`src/rtl/guess_input_frontend.sv`:
```
// Bulls & Cows guess input path: synchronise switches and confirm, debounce
// confirm, snapshot the switches on each press and grade the four BCD digits.
module guess_input_frontend #(
  parameter int SYNC_STAGES     = 2,
  parameter int DEBOUNCE_CYCLES = 1_000_000
) (
  input  logic        clock,
  input  logic        CPU_RESETN,
  input  logic [15:0] SW,
  input  logic        confirm,
  output logic [15:0] guess,
  output logic        guess_strobe,
  output logic        guess_ok,
  output logic [1:0]  err_code,
  output logic        btn_level
);

  localparam int CW =
    (DEBOUNCE_CYCLES > 1) ? $clog2(DEBOUNCE_CYCLES) : 1;
  localparam logic [CW-1:0] CNT_MAX = CW'(DEBOUNCE_CYCLES - 1);

  localparam logic [1:0] IDLE  = 2'd0;
  localparam logic [1:0] CHECK = 2'd1;
  localparam logic [1:0] HOLD  = 2'd2;

  logic [15:0]            sw_pipe [SYNC_STAGES];
  logic [SYNC_STAGES-1:0] cf_pipe;
  logic [15:0]            sync_sw;
  logic                   sync_confirm;
  logic [CW-1:0]          cnt;
  logic                   btn_prev;
  logic                   btn_rise;
  logic [1:0]             state;
  logic [15:0]            snap;
  logic                   bad_digit;
  logic                   dup;
  logic [1:0]             err_next;

  assign sync_sw      = sw_pipe[SYNC_STAGES-1];
  assign sync_confirm = cf_pipe[SYNC_STAGES-1];
  assign btn_rise     = btn_level & ~btn_prev;

  always_ff @(posedge clock or negedge CPU_RESETN) begin
    if (!CPU_RESETN) begin
      cf_pipe <= '0;
      for (int i = 0; i < SYNC_STAGES; i++)
        sw_pipe[i] <= '0;
    end else begin
      cf_pipe    <= {cf_pipe[SYNC_STAGES-2:0], confirm};
      sw_pipe[0] <= SW;
      for (int i = 1; i < SYNC_STAGES; i++)
        sw_pipe[i] <= sw_pipe[i-1];
    end
  end

  // Level flips only after an unbroken run of mismatching cycles.
  always_ff @(posedge clock or negedge CPU_RESETN) begin
    if (!CPU_RESETN) begin
      cnt       <= '0;
      btn_level <= 1'b0;
      btn_prev  <= 1'b0;
    end else begin
      btn_prev <= btn_level;
      if (sync_confirm == btn_level) begin
        cnt <= '0;
      end else if (cnt == CNT_MAX) begin
        btn_level <= ~btn_level;
        cnt       <= '0;
      end else begin
        cnt <= cnt + 1'b1;
      end
    end
  end

  always_comb begin
    bad_digit = 1'b0;
    dup       = 1'b0;
    for (int i = 0; i < 4; i++) begin
      if (snap[4*i +: 4] > 4'd9)
        bad_digit = 1'b1;
      for (int j = i + 1; j < 4; j++)
        if (snap[4*i +: 4] == snap[4*j +: 4])
          dup = 1'b1;
    end
  end

  // A bad digit outranks a repeat.
  always_comb begin
    err_next = 2'b00;
    priority case (1'b1)
      bad_digit: err_next = 2'b01;
      dup:       err_next = 2'b10;
      default:   err_next = 2'b00;
    endcase
  end

  always_ff @(posedge clock or negedge CPU_RESETN) begin
    if (!CPU_RESETN) begin
      state        <= IDLE;
      snap         <= '0;
      guess        <= '0;
      guess_strobe <= 1'b0;
      guess_ok     <= 1'b0;
      err_code     <= 2'b00;
    end else begin
      guess_strobe <= 1'b0;
      case (state)
        IDLE: begin
          if (btn_rise) begin
            state <= CHECK;
            snap  <= sync_sw;
          end
        end
        CHECK: begin
          state        <= HOLD;
          guess        <= snap;
          guess_ok     <= (err_next == 2'b00);
          err_code     <= err_next;
          guess_strobe <= 1'b1;
        end
        HOLD: begin
          if (!btn_level)
            state <= IDLE;
        end
        default: state <= IDLE;
      endcase
    end
  end

endmodule

```
`config.mk`:
```
export PLATFORM = sky130hd
export DESIGN_NAME = guess_input_frontend
export DESIGN_NICKNAME = d
export VERILOG_FILES = /design/src/rtl/guess_input_frontend.sv
export SDC_FILE = /design/constraint.sdc
export NUM_CORES = 1
export LEC_CHECK = 0
export CORE_UTILIZATION = 53
export DETAILED_ROUTE_END_ITERATION = 16
export MAX_ROUTING_LAYER = met4
export PLACE_DENSITY = 0.76
export SETUP_SLACK_MARGIN = 0.2
export SLEW_MARGIN = 15
export SYNTH_ARGS = -nofsm -noshare
export SYNTH_HDL_FRONTEND = slang
export SYNTH_SLANG_ARGS = --single-unit
export TNS_END_PERCENT = 20
```
`constraint.sdc`:
```
create_clock -name clock -period 2.82 [get_ports clock]
set_clock_uncertainty 0.05 [all_clocks]
set_input_delay 0.423 -clock clock [delete_from_list [all_inputs] [get_ports clock]]
set_output_delay 0.423 -clock clock [all_outputs]
set_load 0.03 [all_outputs]
```
# Yosys cells after proc, flatten, opt, wreduce, memory -nomap -nowiden
# Cells that the tools add are included.
# totals
ff_bits	94
elab_cells	56
output_inout_bits	21
# op_classes
n_reduce_logical	5
add_sub_neg	1
bitwise_logic	4
magnitude_cmp	4
mux	18
eq_ne	12
# op_table
cell	count
two-way mux 20 bit	2
equality test 4 bit	6
adder 20 x 1 -> 20 bit (second input constant)	1
equality test 20 bit (second input constant)	1
greater-than comparator 4 bit (second input constant)	4
two-way mux 1 bit	11
two-way mux 2 bit	4
one-hot mux 2 bit (3 select lines)	1
AND reduction 2 bit	3
zero test 2 bit	2
!= test 2 bit (second input constant)	2
inverter 1 bit	3
equality test 2 x 1 -> 1 bit (second input constant)	1
equality test 2 bit (second input constant)	1
AND 1 bit	1
equality test 1 bit	1

# Depth between registers and ports, before layout
# depth
ltp_word	10
depth_mapped	7
ltp_nobuf	6

# Least setup slack after synthesis
# No wires, ideal clock.
# synth_path
path_kind	register to register
from	register btn_level
to	register snap[10]
t_arrival_ps	1588
path_stages_with_launch	4
path_slack_ps	1057
period_less_slack_ps	1763
path_buffers	1
setup_time_ps	125
path_cell_list	dfrtp_1 -> nor4b_4 -> buf_4 -> mux2_2
# synth_via
elab_chain_cells	2
# synth_lines
item	line_no	rtl
start, declared	15	output logic btn_level
start signal, assigned	67	btn_level <= ~btn_level;
AND 1 bit	41	assign btn_rise = btn_level & ~btn_prev;
AND reduction 2 bit (no line)	-	
end signal, assigned	111	snap <= sync_sw;
end, declared	34	logic [15:0] snap;
# No other way between the ends.
# A chain may end at the register's enable or synchronous reset.

# Worst setup path in the final report
# layout_path
from	register btn_level
to	output btn_level
# No word-level cell between the ends.

==> run summary <==
RUN STATUS
------------------------------------------------------------------------------------------
Run status                                                                       completed

WORST SETUP PATH
------------------------------------------------------------------------------------------
Standard cell with the maximum stage delay on the critical path               clkdlybuf4s50_1
Required time at the worst-slack endpoint                                          2.35 ns
Family of cells with the greatest summed delay on the critical path           buffers and inverters
Series of cell instances along the critical path                              clkdlybuf4s50_1
Setup Crit Path Kind                                                          flip-flop to output port
Crit Path Max Fanout                                                                     6
Arrival time of the worst setup path                                               1.55 ns
Setup crit start kind                                                            flip-flop
CP Capture Type                                                                output port
CP bufs+invs                                                                             1
Max stage delay on crit path                                                       0.72 ns

SYNTH
------------------------------------------------------------------------------------------
Top post-synthesis cells by area                                              dfrtp_1 64%, xor2_1 7.0%, nand2_1 5.9%
Cell types with the highest counts after synthesis                            94 x dfrtp_1, 57 x nand2_1, 29 x xor2_1
Synth top area share                                                                 64.4%
Register area share after synthesis                                                  64.4%
Mean instance size in the synthesized netlist                                    12.2 um^2
Syn. warnings                                                                            0
Cell area after synthesis                                                     0.00365 mm^2
Synth area leader                                                                  dfrtp_1
Top FF cell, synth                                                                 dfrtp_1
Mapped Cells                                                                           299
Most numerous cell in the Yosys netlist                                            dfrtp_1
Count of flip-flops with a built-in enable after synthesis                               0
Mapped Nets                                                                            319
Synth Register Bits                                                                     94
Number of distinct library cells after synthesis                                        36
Share of async-settable or async-resettable flops after synthesis                     100%

DETAILED ROUTING
------------------------------------------------------------------------------------------
Final antenna-violating net count                                                        0
DR WL met2                                                                         2780 um
Number of DRC violations after detailed-routing iteration 0                             86
Routed metal-1 wire length                                                         2800 um
Routed WL                                                                          5950 um
# DRC                                                                                    0
Total number of vias                                                                  2191
Routed len/inst                                                                    14.3 um
Iteration count of the initial detailed-routing pass                                     4
Top layer reached by signal wires                                                     met4
Per-cell via count in the routed design                                               5.25
Met3 wire length                                                                    282 um

PLACEMENT
------------------------------------------------------------------------------------------
Sum of net half-perimeters after detailed placement                                4000 um
Global placement routability congestion                                              0.835
Buffers added on ports                                                                  39

TIMING
------------------------------------------------------------------------------------------
Post-Route Hold Slack                                                             0.299 ns
Setup Total Neg Slack                                                                 0 ns
RSZ-0062 raised after global routing                                                    no
Max transition margin                                                                58.9%
Post-route fraction of the period consumed by the critical path                      71.6%
Measured slew at the worst slew-check pin                                         0.617 ns
Final setup violation count                                                              0
Number of slew-limit violations in the final report                                      0
Maximum operating frequency                                                      0.495 GHz
Hold violation count in the final report                                                 0
Final worst path period need                                                       2.02 ns

FLOORPLAN
------------------------------------------------------------------------------------------
Floorplan die height                                                               85.0 um
Die Outline Area                                                              0.00723 mm^2
Placement row count                                                                     29
Top-level port count                                                                    40
Die boundary width                                                                 85.0 um
Std-Cell Core Area                                                            0.00649 mm^2
Starting Density                                                                     56.3%

PWR
------------------------------------------------------------------------------------------
Power density normalized to cell area                                          561 mW/mm^2
PnR Total Power                                                                    2.41 mW
Static leakage                                                                     2.08 nW
Peak supply drop                                                                  0.342 mV

CELLS AND AREA
------------------------------------------------------------------------------------------
Number of inserted filler cells in the final layout                                    499
Area of combinational cells with multiple inputs                              0.00119 mm^2
Area added between synthesis and finish                                              17.6%
Number of antenna cells inserted                                                         0
Sequential cell area                                                          0.00235 mm^2
Final nets                                                                             355
Share of final-layout standard cells stronger than drive strength 1                  11.8%

CLOCK TREE
------------------------------------------------------------------------------------------
CTS Buffer Depth                                                                         2
CTS H-tree depth                                                                         3
Clock edge transition at the registers on the reported setup and hold paths        0.09 ns
Clock buffer count from CTS                                                              9
Clock insertion delay at the later pin of the skew report                          0.35 ns
Clock sinks                                                                             94
Cell at the root of the clock tree                                                clkbuf_8
CTS tree                                                                              done
Cells resized by post-CTS repair                                                         0

GLOBAL ROUTING
------------------------------------------------------------------------------------------
Number of global-route vias before repair                                             2104
Total grt overflow                                                                       0
Wire length of the first global-routing pass                                      10600 um
Total global-route track usage                                                       19.8%
Maximum number of pins on one net before global-route repair                            56
Initial antenna violation count                                                          0

MIN PATH
------------------------------------------------------------------------------------------
HP Class                                                                      flip-flop to flip-flop

JOB
------------------------------------------------------------------------------------------
Max cap viols                                                                            0

-- layout by cell type (no fill, tap or decap), types with 3 or more instances in the layout --
cell type | Yosys | final
nor2_1 | 24 | 24
dfrtp_1 | 94 | 94
clkdlybuf4s50_1 | 0 | 38
nor4_1 | 4 | 4
xnor2_1 | 13 | 13
nand3_1 | 8 | 8
and4_1 | 3 | 3
xor2_1 | 29 | 29
nand2_1 | 57 | 57
clkbuf_8 | 0 | 9
o21ai_0 | 5 | 5
nand4_1 | 6 | 6
buf_4 | 1 | 3
mux2_2 | 17 | 17
-- state kept, by name, summed over array words and instances, names as in the netlist --
register	cells
err_code	2
cf_pipe	2
btn_level	1
btn_prev	1
sw_pipe	16
guess_strobe	1
sync_sw	16
snap	16
state	2
guess	16
cnt	20
guess_ok	1
-- layer usage --
layer | vias up | track usage [%]
met5 | - | -
met2 | 57 | 28.7
met4 | 0 | 7.40
met1 | 1073 | 27.2
met3 | 10 | 5.06
li1 | 1051 | -
-- timing repair --
item	CTS	global route
hold buffers	1	0
endpoints found under the hold margin	39	0
setup buffers	0	0
-- logic make-up after synthesis --
logic type / after synthesis / share of synthesized area, %
xor gates and xnor gates: 42 / 10.1
AOI/OAI and AO/OA: 10 / 1.75
muxes: 17 / 5.24
DFF: 94 / 64.4
and+or+nand+nor: 115 / 15.1
buffers and inverters: 20 / 3.08
adders and majority gates: 1 / 0.342
-- layout make-up --
cell class | count | share of cell area (%)
Clock buffer | 9 | 2.88
Inverter | 2 | 0.175
Sequential cell | 94 | 54.7
Tap cell | 77 | 2.24
Timing Repair Buffer | 43 | 10.1
Multi-Input combinational cell | 185 | 27.7
Clock inverter | 7 | 2.24
-- path summary, 6_finish.rpt --
kind	startpoint	to	slack, ns	cells past startpoint
setup / recovery	btn_level$_DFFE_PN0P_	btn_level	0.80	1
max in group asynchronous	CPU_RESETN	btn_level$_DFFE_PN0P_	1.55	3
setup reg to reg	cnt[16]$_DFF_PN0_	cnt[3]$_DFF_PN0_	0.88	5
hold / removal	sw_pipe[23]$_DFF_PN0_	sync_sw[7]$_DFF_PN0_	0.30	0
hold reg to reg	sw_pipe[23]$_DFF_PN0_	sync_sw[7]$_DFF_PN0_	0.30	0
min in group asynchronous	CPU_RESETN	guess[15]$_DFFE_PN0P_	0.53	2
-- per-stage QoR --
stage	area, um^2	util [%]	worst slack (ns)	instances
3_3_place_gp	4070	62.6	0.956	400
3_5_place_dp	4070	62.6	0.921	400
5_1_grt	4300	66.2	0.720	417
6_report	4300	66.2	0.800	417
2_1_floorplan	3650	-	1.06	299
4_1_cts	4300	66.2	0.775	417
-- report_power, final --
| group | switching (mW) | internal (mW) |
|---|---|---|
| clock network | 0.458 | 0.502 |
| logic | 0.0358 | 0.0296 |
| registers | 0.0114 | 1.37 |
No activity file was read; power rests on OpenSTA's default activity.
